$ cat src/rtl/psum_pkg.sv
// Shared types and SRAM control encodings for the partial-sum read-modify-write controller.
package psum_pkg;

   typedef enum logic [2:0] {
      StIdle,
      StAccRd,
      StAccWr,
      StOutRd,
      StOutCap
   } psum_state_e;

   localparam logic CEN_ON      = 1'b0;
   localparam logic CEN_OFF     = 1'b1;
   localparam logic RDWEN_WRITE = 1'b0;
   localparam logic RDWEN_READ  = 1'b1;

endpackage

$ cat src/rtl/psum_sat_add.sv
// Combinational signed add of two psum words with optional saturation to the word range.
module psum_sat_add #(
   parameter int unsigned W        = 32,
   parameter bit          SATURATE = 1'b1
) (
   input  logic [W-1:0] a,
   input  logic [W-1:0] b,
   output logic [W-1:0] sum,
   output logic         clip
);

   logic [W:0] ext;
   logic       ovf;

   // One guard bit: overflow shows up as the top two bits disagreeing.
   assign ext = {a[W-1], a} + {b[W-1], b};
   assign ovf = ext[W] ^ ext[W-1];

   always_comb begin
      sum  = ext[W-1:0];
      clip = 1'b0;
      if (SATURATE && ovf) begin
         clip = 1'b1;
         sum  = ext[W] ? {1'b1, {(W-1){1'b0}}} : {1'b0, {(W-1){1'b1}}};
      end
   end

endmodule

$ cat src/rtl/psum_rmw_ctrl.sv
// Single-bank psum controller: accumulate (read-modify-write or overwrite) and readout requests
// serialised onto one SRAM port with active-low CEN/RDWEN and 1-cycle read latency.
module psum_rmw_ctrl #(
   parameter int unsigned ADR_W    = 12,
   parameter int unsigned SRAM_W   = 32,
   parameter bit          SATURATE = 1'b1
) (
   input  logic              i_clk,
   input  logic              i_rstn,
   input  logic              i_acc_valid,
   output logic              o_acc_ready,
   input  logic [ADR_W-1:0]  i_acc_addr,
   input  logic [SRAM_W-1:0] i_acc_data,
   input  logic              i_acc_first,
   input  logic              i_rd_valid,
   output logic              o_rd_ready,
   input  logic [ADR_W-1:0]  i_rd_addr,
   output logic              o_rd_data_valid,
   output logic [SRAM_W-1:0] o_rd_data,
   input  logic              i_sat_clr,
   output logic              o_sat_flag,
   output logic              o_busy,
   output logic              o_sram_cen,
   output logic              o_sram_rdwen,
   output logic [ADR_W-1:0]  o_sram_addr,
   output logic [SRAM_W-1:0] o_sram_wdata,
   output logic [SRAM_W-1:0] o_sram_wmask,
   input  logic [SRAM_W-1:0] i_sram_rdata
);

   import psum_pkg::*;

   psum_state_e       state_q;
   logic [SRAM_W-1:0] data_q;
   logic              first_q;
   logic [SRAM_W-1:0] wdata_q;
   logic [SRAM_W-1:0] sum;
   logic              clip;
   logic [SRAM_W-1:0] wr_word;
   logic              sat_set;

   psum_sat_add #(
      .W        (SRAM_W),
      .SATURATE (SATURATE)
   ) u_sat_add (
      .a    (i_sram_rdata),
      .b    (data_q),
      .sum  (sum),
      .clip (clip)
   );

   assign o_acc_ready = (state_q == StIdle);
   assign o_rd_ready  = (state_q == StIdle) & ~i_acc_valid;
   assign o_busy      = (state_q != StIdle);

   // Read data only arrives during the write cycle, so the write word is formed combinationally
   // there and latched in wdata_q so the bus holds it afterwards.
   assign wr_word      = first_q ? data_q : sum;
   assign o_sram_wdata = (state_q == StAccWr) ? wr_word : wdata_q;
   assign sat_set      = (state_q == StAccWr) & ~first_q & clip;

   always_ff @(posedge i_clk or negedge i_rstn) begin
      if (!i_rstn) begin
         state_q         <= StIdle;
         data_q          <= '0;
         first_q         <= 1'b0;
         wdata_q         <= '0;
         o_sram_cen      <= CEN_OFF;
         o_sram_rdwen    <= RDWEN_READ;
         o_sram_addr     <= '0;
         o_sram_wmask    <= '0;
         o_rd_data       <= '0;
         o_rd_data_valid <= 1'b0;
         o_sat_flag      <= 1'b0;
      end else begin
         o_rd_data_valid <= 1'b0;
         if (sat_set) begin
            o_sat_flag <= 1'b1;
         end else if (i_sat_clr) begin
            o_sat_flag <= 1'b0;
         end
         unique case (state_q)
            StIdle: begin
               if (i_acc_valid) begin
                  data_q      <= i_acc_data;
                  first_q     <= i_acc_first;
                  o_sram_addr <= i_acc_addr;
                  o_sram_cen  <= CEN_ON;
                  if (i_acc_first) begin
                     o_sram_rdwen <= RDWEN_WRITE;
                     o_sram_wmask <= '1;
                     state_q      <= StAccWr;
                  end else begin
                     o_sram_rdwen <= RDWEN_READ;
                     state_q      <= StAccRd;
                  end
               end else if (i_rd_valid) begin
                  o_sram_addr  <= i_rd_addr;
                  o_sram_cen   <= CEN_ON;
                  o_sram_rdwen <= RDWEN_READ;
                  state_q      <= StOutRd;
               end
            end
            StAccRd: begin
               o_sram_rdwen <= RDWEN_WRITE;
               o_sram_wmask <= '1;
               state_q      <= StAccWr;
            end
            StAccWr: begin
               wdata_q      <= wr_word;
               o_sram_cen   <= CEN_OFF;
               o_sram_rdwen <= RDWEN_READ;
               o_sram_wmask <= '0;
               state_q      <= StIdle;
            end
            StOutRd: begin
               o_sram_cen <= CEN_OFF;
               state_q    <= StOutCap;
            end
            StOutCap: begin
               o_rd_data       <= i_sram_rdata;
               o_rd_data_valid <= 1'b1;
               state_q         <= StIdle;
            end
            default: begin
               o_sram_cen   <= CEN_OFF;
               o_sram_rdwen <= RDWEN_READ;
               o_sram_wmask <= '0;
               state_q      <= StIdle;
            end
         endcase
      end
   end

endmodule

$ cat config.mk
export PLATFORM = sky130hd
export DESIGN_NAME = psum_rmw_ctrl
export DESIGN_NICKNAME = d
export VERILOG_FILES = /design/src/rtl/psum_pkg.sv /design/src/rtl/psum_sat_add.sv /design/src/rtl/psum_rmw_ctrl.sv
export SDC_FILE = /design/constraint.sdc
export NUM_CORES = 1
export LEC_CHECK = 0
export ABC_CLOCK_PERIOD_IN_PS = 7220
export CORE_UTILIZATION = 30
export DETAILED_ROUTE_END_ITERATION = 10
export GPL_ROUTABILITY_DRIVEN = 0
export PLACE_DENSITY_LB_ADDON = 0.08
export SETUP_SLACK_MARGIN = 0.4
export SLEW_MARGIN = 30
export SYNTH_ARGS = -nofsm -noshare
export SYNTH_HDL_FRONTEND = slang
export SYNTH_SLANG_ARGS = --single-unit
$ cat constraint.sdc
create_clock -name i_clk -period 7.22 [get_ports i_clk]
set_clock_uncertainty 0.2 [all_clocks]
set_input_delay 2.166 -clock i_clk [delete_from_list [all_inputs] [get_ports i_clk]]
set_output_delay 2.166 -clock i_clk [all_outputs]
set_load 0.005 [all_outputs]
# After elaboration in Yosys (flattened, before gate mapping)
# Cells that the tools add are included.
op_classes:
  reduce_logical: 11
  n_addsub: 1
  n_eq_ne: 7
  bitwise_logic: 8
  muxes: 24
op_table:
  columns: ["operator", "n"]
  rows:
  - ["$mux 32", 6]
  - ["$pmux 32 s3", 1]
  - ["$add 32x32->33", 1]
  - ["$mux 12", 2]
  - ["$mux 1", 9]
  - ["$pmux 3 s3", 1]
  - ["$reduce_and 2->1", 4]
  - ["$eq 3x2->1 const B", 2]
  - ["$mux 3", 2]
  - ["$not 1->1", 4]
  - ["$reduce_bool 2->1", 2]
  - ["$reduce_or 2->1", 2]
  - ["$and 1x1->1", 3]
  - ["$eq 3x1->1 const B", 1]
  - ["$eq 3x3->1 const B", 1]
  - ["$logic_not 3->1", 1]
  - ["$ne 3x2->1 const B", 1]
  - ["$pmux 1 s3", 1]
  - ["$reduce_and 3->1", 1]
  - ["$reduce_bool 3->1", 1]
  - ["$mux 2", 1]
  - ["$ne 2x1->1 const B", 1]
  - ["$ne 2x2->1 const B", 1]
  - ["$pmux 1 s2", 1]
  - ["$xor 1x1->1", 1]
word_totals:
  elab_cells: 62
  register_bits: 148
  output_inout_bits: 115
  in_bits: 94

# Depth between registers and ports, before layout
# Gate-level depths: netlist (run 1).
depth:
  depth_word: 5
  depth_mapped: 13
  ltp_nobuf: 12

# Cells and area by module
# A second synthesis (run 1) with hierarchy kept.
unflattened:
  cells_unflattened: 674
  hier_area_um2: 7308.3
by_module_without_submodules:
  columns: ["mod", "seq_area_each_um2", "area_per_inst_um2", "instances", "cells_each"]
  rows:
  - ["psum_rmw_ctrl", 2930.3, 5265.0, 1, 387]
  - ["psum_sat_add", 0.0, 2043.2, 1, 287]

# Worst setup path before layout (run 1)
# OpenSTA, ideal clock, no wires.
synth_path:
  path_type: "input port to output port"
  startpoint: "input i_sram_rdata[0]"
  endpoint: "output o_sram_wdata[0]"
  path_stages: 13
  setup_slack_ns: 0.242
  t_required_ns: 4.854
  path_buffers: 1
  arrival_time_ns: 4.612
  path_cell_list: "ha_1 > inv_1 > fa_1 > nand2b_1 > a21oi_2 > o21ai_1 > a211o_1 > a211o_1 > and3_1 > mux2i_4 > buf_6 > nand2_1 > a21oi_1"
synth_between:
  elab_chain_len: 5
  elab_cells_between_ends: 6
  classes_between: "1 x add/sub; 4 x mux; 1 x bitwise"
synth_lines:
  columns: ["element", "line", "source"]
  rows:
  - ["start, declared", "psum_rmw_ctrl.sv:28", "input logic [SRAM_W-1:0] i_sram_rdata"]
  - ["$add 32x32->33 *", "psum_sat_add.sv:16", "assign ext = {a[W-1], a} + {b[W-1], b};"]
  - ["$mux 32 / $xor 1x1->1 (equally long branches)", "psum_sat_add.sv:24, psum_sat_add.sv:17", null]
  - ["$mux 32 *", "psum_sat_add.sv:22", "if (SATURATE && ovf) begin"]
  - ["$mux 32 *", "psum_rmw_ctrl.sv:58", "assign wr_word = first_q ? data_q : sum;"]
  - ["$mux 32 *", "psum_rmw_ctrl.sv:59", "assign o_sram_wdata = (state_q == StAccWr) ? wr_word : wdata_q;"]
  - ["end, declared", "psum_rmw_ctrl.sv:26", "output logic [SRAM_W-1:0] o_sram_wdata,"]
# Mark *: on every way between the ends. The rest lies on a longest branch, timed or not.

# Final worst setup path (run 1)
layout_path:
  startpoint: "input i_sram_rdata[5]"
  endpoint: "output o_sram_wdata[6]"
# The elaborated chain is that of the path after synthesis.

==> summary.md, run 1 <==
| Metric | Value |
|---|---|
| Largest stage delay on the critical path | `0.34 ns` |
| Worst rel slew slack | `43.7%` |
| Initial cell density of the core | `30.6%` |
| Slowest-stage cell, CP | `sky130_fd_sc_hd__a211o_1` |
| Number of hold-slack violations in the final timing report | `0` |
| Combined buffer and inverter count along the critical path | `5` |
| Biggest area consumer among synthesized cells | `sky130_fd_sc_hd__dfrtp_1` |
| Required time at the worst-slack endpoint | `4.85 ns` |
| Largest net degree at the start of global routing | `69` |
| Leading cell type in the layout, fill and taps excluded | `sky130_fd_sc_hd__clkdlybuf4s50_1` |
| Crit. path cell count | `15` |
| Remaining number of nets flagged by the antenna check after routing | `0` |
| Horizontal extent of the die | `157 um` |
| Xor/xnor share of the synthesized area | `3.02%` |
| Fraction of layout instances using a drive strength above 1 | `40.5%` |
| Worst setup path startpoint | `i_sram_rdata[5]` |
| Number of sinks on the clock net | `117` |
| Wire length of the first global-routing pass | `35400 um` |
| Power per cell area | `532 nW/um^2` |
| Count of synthesis-stage warnings from yosys | `0` |
| Final worst-path cycle share | `101%` |
| Cell row count | `56` |
| Clock Tree Root | `sky130_fd_sc_hd__clkbuf_16` |
| Non-Filler Cell Area, Final | `11700 sq um` |
| Run status | `finished, violations left` |
| Via count of the first global-routing pass | `6739` |
| Initial DRC count | `215` |
| Worst r2r dst | `wdata_q[10]` |
| Area of the die | `24600 sq um` |
| Detailed Place HPWL | `15400 um` |
| Static leakage | `4.87 nW` |
| Crit Path Category | `in -> out` |
| Height of the die | `157 um` |
| CTS Buf Count | `17` |
| Clock period minus worst slack | `7.30 ns` |
| Largest family of logic cells by synthesized area | `compound AO/OA/AOI/OAI gates` |
| Worst endpoint data arrival time | `4.93 ns` |
| Layout-stage area growth over the synthesis result | `62.2%` |
| Fin worst setup slack | `-0.0799 ns` |
| H-tree level count | `4` |
| Netlist cell types | `63` |
| Multiplexer fraction of the synthesized cell area | `12.3%` |
| Dpl ws | `-0.985 ns` |
| R2R Setup Slk | `3.87 ns` |
| Synth Register Bits | `117` |
| Share of flip-flops with an asynchronous set or reset | `100%` |
| Number of port buffers | `208` |
| Maximum clock frequency | `137 MHz` |
| Adder-Cell Fraction of Synth Area | `5.84%` |
| Worst reg2reg path startpoint | `data_q[0]` |
| Total global routing track utilization | `18.7%` |
| Commonest non-fill, non-tap cells in the layout | `sky130_fd_sc_hd__clkdlybuf4s50_1 (146), sky130_fd_sc_hd__buf_4 (119), sky130_fd_sc_hd__dfrtp_1 (115)` |
| Count of maximum capacitance violations | `0` |
| Via count | `6428` |
| Highest ir drop seen on vdd | `220 uV` |
| Register-to-Register Path Depth | `17` |
| Violated checks | `setup timing` |
| Number of antenna violations at the first check in global routing | `1` |
| Cells after Synth | `704` |
| Area contributors post-synth | `sky130_fd_sc_hd__dfrtp_1 (40%), sky130_fd_sc_hd__mux2_2 (10%), sky130_fd_sc_hd__ha_1 (5.6%)` |
| Router iterations before antenna repair | `4` |
| Kind of end point of the critical path | `output port` |
| End of the critical path | `o_sram_wdata[6]` |
| Clock tree from TritonCTS | `built` |
| Share of the synthesized area in compound gates (AO/OA/AOI/OAI) | `17.9%` |
| Chain of cells forming the critical path | `dlygate4sd2_1 > ha_4 > o211ai_1 > a21oi_4 > o21ai_2 > a211o_1 > a211o_1 > and3_4 > mux2i_4 > buf_12 > buf_8 > buf_6 > nand3b_1 > a21oi_2 > buf_2` |
| Post-synth design cell area | `7200 sq um` |
| DRC errors left | `0` |
| Number of inserted filler cells in the final layout | `2184` |
| Number of flops mapped to enable cells by yosys | `0` |
| Final setup fails | `12` |
| Share of synthesized cell area in and, or, nand and nor gates | `12.9%` |
| Placed cell area | `10100 sq um` |
| Sequential element share of the synthesized area | `40.7%` |
| Max Root-Sink Buffers | `2` |
| # IOs | `209` |
| Net Count, Synth | `831` |
| Mean number of vias per cell | `4.79` |
| Fin Setup TNS | `-0.293 ns` |
| Util after Layout | `49.6%` |
| CTS hold repair buffers | `0` |
| Yosys top cell area share | `39.9%` |
| Wire length reported by the detailed router | `22200 um` |
| Core Area | `23500 sq um` |
| Flip-flop cell with the highest count after synthesis | `sky130_fd_sc_hd__dfrtp_1` |
| Critical Path Start Type | `input pin` |
| Most used cell along the critical path | `sky130_fd_sc_hd__a211o_1` |
| Highest fanout seen on the critical path | `3` |
| Worst-Margin Slew | `0.845 ns` |
| Clock latency of the later-clocked register in the worst-skew pair | `0.42 ns` |
| Crit path max-delay family | `compound AO/OA/AOI/OAI gates` |
| Count of nets after finishing | `1137` |
| Final Slew Violations | `0` |
| Clock transition at the register clock pins on the worst setup and hold paths after CTS | `0.06 ns` |
| Total overflow reported by the global router | `0` |
| Class of the most critical hold timing path | `reg -> reg` |
| Detail-routed net length per standard cell | `16.5 um` |
| RSZ-0062 raised after global routing | `true` |
| Post-Synthesis Mean Instance Area | `10.2 sq um` |
-- routing by layer --
| layer | routed length [um] | share of wire (%) | vias to the layer above | global-route usage (%) |
|---|---|---|---|---|
| met5 | 0 | 0 | - | 0 |
| met4 | 399 | 1.8 | 0 | 6.26 |
| met3 | 1110 | 5.0 | 23 | 3.83 |
| met2 | 10500 | 47 | 184 | 31.3 |
| met1 | 10200 | 46 | 3113 | 23.9 |
| li1 | - | - | 3108 | - |
-- per-stage QoR --
step	total power [mW]	std cells	hold slack [ns]
6_report	6.21	1343	0.305
5_1_grt	6.67	1343	0.315
4_1_cts	5.98	1333	0.309
3_5_place_dp	4.57	1269	0.295
3_3_place_gp	4.55	1269	0.291
2_1_floorplan	3.06	704	0.289
-- final cells by class --
type | count | area [sq um] | share of cell area, %
inverter | 15 | 56.3 | 0.482
tap | 319 | 399 | 3.42
clock inverter | 14 | 153 | 1.31
clock buffer | 18 | 439 | 3.76
sequential | 117 | 2930 | 25.1
timing repair buffer | 355 | 3200 | 27.4
multi-input combinational | 504 | 4510 | 38.6
antenna | 1 | 2.50 | 0.0214
-- power breakdown --
group / internal, mW / total, mW / switching, mW
clock network: 0.521 / 0.857 / 0.336
logic: 2.26 / 4.15 / 1.88
registers: 0.984 / 1.21 / 0.226
-- how the worst min path moves through the flow --
stage | start | endpoint | slack, ns | cells after the start
global placement | o_rd_data[8] | o_rd_data[8] | 0.29 | 1
floorplan | o_sram_rdwen | o_sram_rdwen | 0.29 | 2
CTS | o_rd_data[31] | o_rd_data[31] | 0.31 | 1
finish | o_rd_data[25] | o_rd_data[25] | 0.31 | 1
detailed placement | o_rd_data[24] | o_rd_data[24] | 0.29 | 1
global route | o_rd_data[25] | o_rd_data[25] | 0.31 | 1
-- state kept, by name, indices dropped and copies added, names as in the netlist --
signal           flops
o_rd_data_valid      1
o_sram_addr         12
o_rd_data           32
o_sat_flag           1
o_sram_rdwen         1
state_q              3
data_q              32
o_sram_cen           1
first_q              1
o_sram_wmask         1
wdata_q             32
-- cell usage after synthesis, drive strengths merged, types with 14 or more instances --
cell type,count
a21oi,86
buf,41
clkbuf,27
dfrtp,115
ha,32
inv,14
mux2,64
mux2i,15
nand2,46
nand3b,33
nor2,36
o21ai,56
xnor2,17
-- logic make-up (layout without fill, tap and decap cells) --
| family | after synthesis | count (layout) |
|---|---|---|
| AND/OR/NAND/NOR | 175 | 175 |
| XOR/XNOR | 24 | 24 |
| adder cells (fa/ha/maj) | 33 | 33 |
| buffers and inverters | 83 | 402 |
| AO/OA/AOI/OAI | 193 | 193 |
| flip-flops | 117 | 117 |
| multiplexers | 79 | 79 |
| other | 0 | 1 |
-- what timing repair did --
| item | in CTS | in global routing |
|---|---|---|
| buffers inserted | 31 | 9 |
| gates cloned | 1 | 0 |
| pin swaps | 74 | 35 |
| resized for setup | 304 | 41 |
| setup endpoints to repair | 32 | 32 |
(Power assumes the default switching activity.)
==> run 2: changes to the inputs <==
- ABC_CLOCK_PERIOD_IN_PS: 7220 -> 8700
- CTS_CLUSTER_SIZE: not set -> 30
- SKIP_LAST_GASP: not set -> 1
- clock period: 7.22 -> 8.7 ns (I/O delays scaled with it)
==> summary.md, run 2 (same netlist as run 1, synthesis figures left out) <==
| Metric | Value |
|---|---|
| Run status | `finished clean` |
| Kind of end point of the critical path | `output port` |
| Via count of the first global-routing pass | `6334 (-6.0%)` |
| GR Util met2 | `30.0% (-1.3 points)` |
| Final setup fails | `0 (-12)` |
| Number of hold-slack violations in the final timing report | `0 (unchanged)` |
| Final Slew Violations | `0 (unchanged)` |
| Hold Worst Slack | `0.306 ns (+0.000612 ns)` |
| Count of nets after finishing | `1102 (-3.1%)` |
| Initial cell density of the core | `30.6% (unchanged)` |
| Static leakage | `4.64 nW (-4.7%)` |
| Clock period minus worst slack | `8.23 ns` |
| Fraction of layout instances using a drive strength above 1 | `36.8% (-3.7 points)` |
| Cell count of the worst hold path | `1 (unchanged)` |
| Initial DRC count | `286 (+33%)` |
| H-tree level count | `4 (unchanged)` |
| GR met3 Demand/Resource | `3.11% (-0.72 points)` |
| Combined buffer and inverter count along the critical path | `7 (+2)` |
| Count of maximum capacitance violations | `0 (unchanged)` |
| R2R Setup Slk | `5.03 ns (+1.16 ns)` |
| Startpoint of the most critical hold path | `o_rd_data[26]` |
| Layout-stage area growth over the synthesis result | `55.0%` |
| Clock transition at the register clock pins on the worst setup and hold paths after CTS | `0.06 ns (about the same)` |
| Required time at the worst-slack endpoint | `5.89 ns (+1.04 ns)` |
| Number of port buffers | `208 (unchanged)` |
| Clock Tree Root | `sky130_fd_sc_hd__clkbuf_16` |
| Via count | `6322 (-1.6%)` |
| Remaining number of nets flagged by the antenna check after routing | `0 (unchanged)` |
| Number of antenna violations at the first check in global routing | `0 (-1)` |
| Critical Path Start Type | `input pin` |
| Mean number of vias per cell | `4.84 (+1.1%)` |
| Fin worst setup slack | `0.475 ns (+0.555 ns)` |
| Worst-Margin Slew | `0.871 ns (+0.0260 ns)` |
| Crit Path Category | `in -> out` |
| Clock latency of the later-clocked register in the worst-skew pair | `0.43 ns (about the same)` |
| GR met1 Demand/Resource | `24.6% (+0.69 points)` |
| Area of the die | `24600 sq um (unchanged)` |
| Final worst-path cycle share | `94.5%` |
| Grt peak-use layer | `met2` |
| Class of the most critical hold timing path | `reg -> reg` |
| Highest fanout seen on the critical path | `6 (+3)` |
| Chain of cells forming the critical path | `buf_8 > ha_4 > inv_2 > fa_2 > nand2b_4 > a21oi_4 > o21ai_2 > a211o_1 > a211o_1 > and2_4 > nor2b_4 > a211oi_4 > buf_4 > buf_12 > buf_12 > buf_6 > a21oi_4 > buf_2` |
| Number of sinks on the clock net | `117 (unchanged)` |
| DRC errors left | `0 (unchanged)` |
| CTS Buf Count | `17 (unchanged)` |
| Largest net degree at the start of global routing | `68 (-1.4%)` |
| Power per cell area | `432 nW/um^2 (-19%)` |
| WHS Endpoint | `o_rd_data[26]` |
| Core Area | `23500 sq um (unchanged)` |
| Router iterations before antenna repair | `4 (unchanged)` |
| Register-to-Register Path Depth | `19 (+2)` |
| Crit path max-delay family | `compound AO/OA/AOI/OAI gates` |
| Wire length of the first global-routing pass | `34600 um (-2.4%)` |
| Detail-routed net length per standard cell | `17.1 um (+3.9%)` |
| Util after Layout | `47.4% (-2.2 points)` |
| Clock tree from TritonCTS | `built` |
| Cell row count | `56 (unchanged)` |
| Highest ir drop seen on vdd | `151 uV (-31%)` |
| Number of antenna diodes | `0 (-1)` |
| Horizontal extent of the die | `157 um (unchanged)` |
| Total overflow reported by the global router | `0 (unchanged)` |
| # IOs | `209 (unchanged)` |
| Largest registers ranked by flip-flop count | `data_q x32, o_rd_data x32, wdata_q x32` |
| Commonest non-fill, non-tap cells in the layout | `sky130_fd_sc_hd__clkdlybuf4s50_1 (147), sky130_fd_sc_hd__dfrtp_1 (115), sky130_fd_sc_hd__buf_4 (92)` |
| Height of the die | `157 um (unchanged)` |
| Worst reg2reg path startpoint | `data_q[19]` |
| Slowest-stage cell, CP | `sky130_fd_sc_hd__fa_2` |
| Max Root-Sink Buffers | `2 (unchanged)` |
| Worst r2r dst | `wdata_q[17]` |
| Dpl ws | `-0.430 ns (+0.555 ns)` |
| RSZ-0062 raised after global routing | `true` |
| Total global routing track utilization | `18.3% (-0.34 points)` |
| Leading cell type in the layout, fill and taps excluded | `sky130_fd_sc_hd__clkdlybuf4s50_1` |
| Maximum clock frequency | `122 MHz` |
| Wire length reported by the detailed router | `22400 um (+1.0%)` |
| Worst rel slew slack | `41.8% (-1.9 points)` |
| Detailed Place HPWL | `15200 um (-1.1%)` |
| Worst endpoint data arrival time | `5.42 ns (+0.49 ns)` |
| Largest stage delay on the critical path | `0.34 ns (about the same)` |
## run 2: changes by cell type in the layout (fill, tap and decap cells not counted), moves of 4 or more
cell	change
sky130_fd_sc_hd__clkbuf_2	+14
sky130_fd_sc_hd__nand2_4	-12
sky130_fd_sc_hd__a21oi_4	-19
sky130_fd_sc_hd__buf_8	-4
sky130_fd_sc_hd__a21oi_2	+24
sky130_fd_sc_hd__nand2_2	-5
sky130_fd_sc_hd__nand2_1	+17
sky130_fd_sc_hd__a21oi_1	-5
sky130_fd_sc_hd__buf_4	-27
sky130_fd_sc_hd__buf_2	-16
sky130_fd_sc_hd__dlymetal6s2s_1	+4
sky130_fd_sc_hd__buf_12	-6
## run 2: repair_timing
item,CTS,global route
endpoints found under the hold margin,0,0
endpoints found under the setup margin,32,31
gates cloned,3,0
resized for setup,198,60
buffers inserted,33,10
pin swaps,58,36
hold buffers,0,0
## run 2: report_power, final
group	switching, mW	internal [mW]	total, mW
clock network	0.281	0.510	0.791
logic	1.38	1.65	3.03
registers	0.186	0.816	1.00
total	1.84	2.98	4.82
## run 2: worst max-delay path by stage
| stage | start | end | slack (ns) | depth (start not counted) |
|---|---|---|---|---|
| global placement | i_sram_rdata[0] | o_sram_wdata[18] | -0.38 | 15 |
| global route | i_sram_rdata[10] | o_sram_wdata[15] | 0.33 | 17 |
| CTS | i_sram_rdata[13] | o_sram_wdata[25] | 0.40 | 16 |
| finish | i_sram_rdata[0] | o_sram_wdata[15] | 0.47 | 18 |
| floorplan | i_sram_rdata[0] | o_sram_wdata[0] | 0.83 | 13 |
| detailed placement | i_sram_rdata[0] | o_sram_wdata[28] | -0.43 | 15 |
## run 2: worst reg2reg max path, cell delays in order, from the launching register on
cell and delay, ns:
sky130_fd_sc_hd__dfrtp_1 0.41, sky130_fd_sc_hd__ha_4 0.26, sky130_fd_sc_hd__buf_4 0.15, sky130_fd_sc_hd__buf_4 0.14, sky130_fd_sc_hd__nand2_2 0.07, sky130_fd_sc_hd__o211ai_2 0.10, sky130_fd_sc_hd__a211o_1 0.32, sky130_fd_sc_hd__a311o_1 0.39
sky130_fd_sc_hd__inv_2 0.09, sky130_fd_sc_hd__and2_4 0.17, sky130_fd_sc_hd__nor2b_4 0.05, sky130_fd_sc_hd__a211oi_4 0.27, sky130_fd_sc_hd__buf_4 0.17, sky130_fd_sc_hd__buf_12 0.13, sky130_fd_sc_hd__buf_4 0.13, sky130_fd_sc_hd__a21oi_2 0.06
sky130_fd_sc_hd__buf_4 0.13, sky130_fd_sc_hd__buf_4 0.12, sky130_fd_sc_hd__buf_4 0.12, sky130_fd_sc_hd__buf_4 0.12
## run 2: cell type report
cell class,instances,area (sq um)
fill,2211,12400
multi-input combinational,504,4240
sequential,117,2930
timing repair buffer,320,2890
clock buffer,17,425
tap,319,399
clock inverter,14,226
inverter,15,56.3
## run 2: metrics by stage
stage | power (mW) | cells | cell area [sq um] | TNS [ns]
final | 4.82 | 1306 | 11200 | 0
after global routing | 5.18 | 1306 | 11200 | 0
after CTS | 4.75 | 1296 | 11000 | 0
after detailed placement | 3.66 | 1229 | 9750 | -11.89
after global placement | 3.64 | 1229 | 9750 | -10.57
after floorplan | 2.52 | 704 | 7200 | 0
## run 2: metal layers
metal,up-vias,part of all wire (%),routed length (um)
met3,19,4.4,978
li1,3054,-,-
met4,0,1.1,251
met1,3058,47,10600
met2,191,47,10600
met5,-,0,0
==> run 3: changes to the inputs <==
- CORE_UTILIZATION: 30 -> 25
- CTS_CLUSTER_DIAMETER: not set -> 200
- SLEW_MARGIN: 30 -> 20
==> summary.md, run 3 (same netlist as run 1, synthesis figures left out) <==
| Metric | Value |
|---|---|
| Clock power share | `15.6% (-0.8 points)` |
| Cell-internal power | `2.88 mW (-3.4%)` |
| Initial DRC count | `343 (+20%)` |
| Class of the most critical hold timing path | `reg -> reg` |
| Layout-stage area growth over the synthesis result | `56.5%` |
| WHS Endpoint | `o_rd_data[23]` |
| Worst rel slew slack | `30.9% (-11 points)` |
| Final Slew Violations | `0 (unchanged)` |
| Detailed Place HPWL | `16100 um (+6.0%)` |
| Area taken by flip-flops and latches | `2930 sq um (unchanged)` |
| Router iterations before antenna repair | `5 (+1)` |
| Switching share of power | `39.6% (+1.3 points)` |
| Number of antenna diodes | `0 (unchanged)` |
| Clock tree from TritonCTS | `built` |
| Hold Worst Slack | `0.305 ns (-0.000379 ns)` |
| Kind of end point of the critical path | `output port` |
| Run status | `finished clean` |
| # IOs | `209 (unchanged)` |
| Clock period minus worst slack | `8.20 ns (-0.0204 ns)` |
| Number of sinks on the clock net | `117 (unchanged)` |
| Total power of the final layout | `4.76 mW (-1.3%)` |
| Crit Path Category | `in -> out` |
| R2R Setup Slk | `5.33 ns (+0.30 ns)` |
| Highest ir drop seen on vdd | `123 uV (-18%)` |
| Fraction of layout instances using a drive strength above 1 | `34.1% (-2.7 points)` |
| Count of nets after finishing | `1090 (-1.1%)` |
| CTS hold repair buffers | `0 (unchanged)` |
| Total overflow reported by the global router | `0 (unchanged)` |
| Via count | `6152 (-2.7%)` |
| Net Sw Power | `1.88 mW (+2.2%)` |
| Cell count of the worst hold path | `1 (unchanged)` |
| Number of antenna violations at the first check in global routing | `0 (unchanged)` |
| Static leakage | `4.65 nW (+0.27%)` |
| Worst reg2reg path startpoint | `data_q[0]` |
| Wire length reported by the detailed router | `22900 um (+2.3%)` |
| Clock latency of the later-clocked register in the worst-skew pair | `0.43 ns (about the same)` |
| Count of maximum capacitance violations | `0 (unchanged)` |
| Mean number of vias per cell | `4.54 (-6.1%)` |
| Clock transition at the register clock pins on the worst setup and hold paths after CTS | `0.06 ns (about the same)` |
| Largest registers ranked by flip-flop count | `data_q x32, o_rd_data x32, wdata_q x32` |
| Core Area | `28100 sq um (+19%)` |
| Final setup fails | `0 (unchanged)` |
| Number of hold-slack violations in the final timing report | `0 (unchanged)` |
| Area of the die | `29500 sq um (+20%)` |
| H-tree level count | `4 (unchanged)` |
| Initial cell density of the core | `25.7% (-5.0 points)` |
| Leading cell type in the layout, fill and taps excluded | `sky130_fd_sc_hd__clkdlybuf4s50_1` |
| Area of the multi-input gates | `4300 sq um (+1.4%)` |
| Commonest non-fill, non-tap cells in the layout | `sky130_fd_sc_hd__clkdlybuf4s50_1 (148), sky130_fd_sc_hd__dfrtp_1 (115), sky130_fd_sc_hd__buf_4 (82)` |
| Cell row count | `61 (+8.9%)` |
| CTS Buf Count | `17 (unchanged)` |
| Util after Layout | `40.1% (-7.3 points)` |
| Critical Path Start Type | `input pin` |
| Height of the die | `172 um (+9.4%)` |
| Wire length of the first global-routing pass | `35400 um (+2.5%)` |
| Total instance count after detailed placement | `1297 (+5.5%)` |
| Dpl ws | `-0.490 ns (-0.0598 ns)` |
| Fin worst setup slack | `0.495 ns (+0.0204 ns)` |
| Power per cell area | `422 nW/um^2 (-2.2%)` |
| Worst r2r dst | `wdata_q[2]` |
| Remaining number of nets flagged by the antenna check after routing | `0 (unchanged)` |
| Horizontal extent of the die | `172 um (+9.4%)` |
| Clock Tree Root | `sky130_fd_sc_hd__clkbuf_16` |
| Number of port buffers | `208 (unchanged)` |
| Non-Filler Cell Area, Final | `11300 sq um (+0.93%)` |
| Required time at the worst-slack endpoint | `5.89 ns (about the same)` |
| Highest fanout seen on the critical path | `8 (+2)` |
| Largest net degree at the start of global routing | `68 (unchanged)` |
| Count of placed standard cells in the final layout, fillers left out | `1354 (+3.7%)` |
| Placed cell area | `9880 sq um (+1.4%)` |
| Fin Setup TNS | `0 ns (unchanged)` |
| Number of inserted filler cells in the final layout | `2841 (+28%)` |
| Total global routing track utilization | `16.0% (-2.4 points)` |
| Final worst-path cycle share | `94.3% (-0.23 points)` |
| Worst endpoint data arrival time | `5.39 ns (-0.03 ns)` |
| Worst-Margin Slew | `1.04 ns (+0.165 ns)` |
| Maximum clock frequency | `122 MHz (+0.25%)` |
| Via count of the first global-routing pass | `6213 (-1.9%)` |
| Detail-routed net length per standard cell | `16.9 um (-1.3%)` |
| Max Root-Sink Buffers | `2 (unchanged)` |
| RSZ-0062 raised after global routing | `true` |
| Combinational share of power | `63.4% (+0.6 points)` |
| DRC errors left | `0 (unchanged)` |
| Register-to-Register Path Depth | `15 (-4)` |
| Sequential fraction of design power | `20.9% (about the same)` |
| Startpoint of the most critical hold path | `o_rd_data[23]` |
==> run 3: cell types whose count changed in the layout (fill, tap and decap cells not counted), moves of 4 or more <==
cell and change:
sky130_fd_sc_hd__clkbuf_2 -6, sky130_fd_sc_hd__buf_2 -11, sky130_fd_sc_hd__buf_4 -10, sky130_fd_sc_hd__dlygate4sd2_1 +7
sky130_fd_sc_hd__inv_6 +5, sky130_fd_sc_hd__clkinv_4 -4, sky130_fd_sc_hd__a21oi_2 -15, sky130_fd_sc_hd__a21oi_4 +14
==> run 3: final cells by class <==
type	instances	area share [%]
clock buffer	18	3.90
clock inverter	14	1.45
inverter	15	0.511
multi-input combinational	504	38.2
sequential	117	26.0
tap	378	4.20
timing repair buffer	308	25.8
==> run 3: power groups by stage <==
stage	sequential (mW)	clock, mW	combinational (mW)
after floorplan	0.954	0	1.57
after global placement	0.973	0	2.74
after detailed placement	0.978	0	2.72
after CTS	0.991	0.767	2.94
after global routing	1.04	0.787	3.31
final	0.996	0.745	3.02
==> run 3: how the worst max path moves through the flow <==
stage | start | to | cells past startpoint
global placement | i_sram_rdata[0] | o_sram_wdata[28] | 15
floorplan | i_sram_rdata[0] | o_sram_wdata[0] | 13
finish | i_sram_rdata[23] | o_sram_wdata[28] | 14
global route | i_sram_rdata[0] | o_sram_wdata[7] | 18
CTS | i_sram_rdata[27] | o_sram_wdata[6] | 15
detailed placement | i_sram_rdata[0] | o_sram_wdata[30] | 15
==> run 3: what timing repair did <==
item | in CTS | in global routing
resized for setup | 175 | 63
endpoints found under the setup margin | 32 | 32
setup buffers | 18 | 5
pin swaps | 40 | 29
cloned | 2 | 0
==> run 3: critical path, cell delays in order <==
cell	delay, ns
sky130_fd_sc_hd__clkdlybuf4s50_1	0.54
sky130_fd_sc_hd__ha_4	0.26
sky130_fd_sc_hd__a21o_1	0.20
sky130_fd_sc_hd__a211o_1	0.29
sky130_fd_sc_hd__a311o_1	0.30
sky130_fd_sc_hd__clkinv_2	0.09
sky130_fd_sc_hd__and2_4	0.17
sky130_fd_sc_hd__nor2b_4	0.05
sky130_fd_sc_hd__a211oi_4	0.23
sky130_fd_sc_hd__buf_6	0.18
sky130_fd_sc_hd__buf_12	0.14
sky130_fd_sc_hd__buf_12	0.13
sky130_fd_sc_hd__a21oi_4	0.06
sky130_fd_sc_hd__buf_6	0.13
==> run 3: per-layer routing <==
metal / share of wire [%] / global-route usage [%] / wire length (um) / vias up
met5: 0 / 0 / 0 / -
met4: 0.96 / 3.92 / 221 / 0
met3: 4.9 / 3.36 / 1120 / 16
met2: 46 / 25.8 / 10600 / 153
met1: 48 / 21.6 / 11000 / 2962
li1: - / - / - / 3021
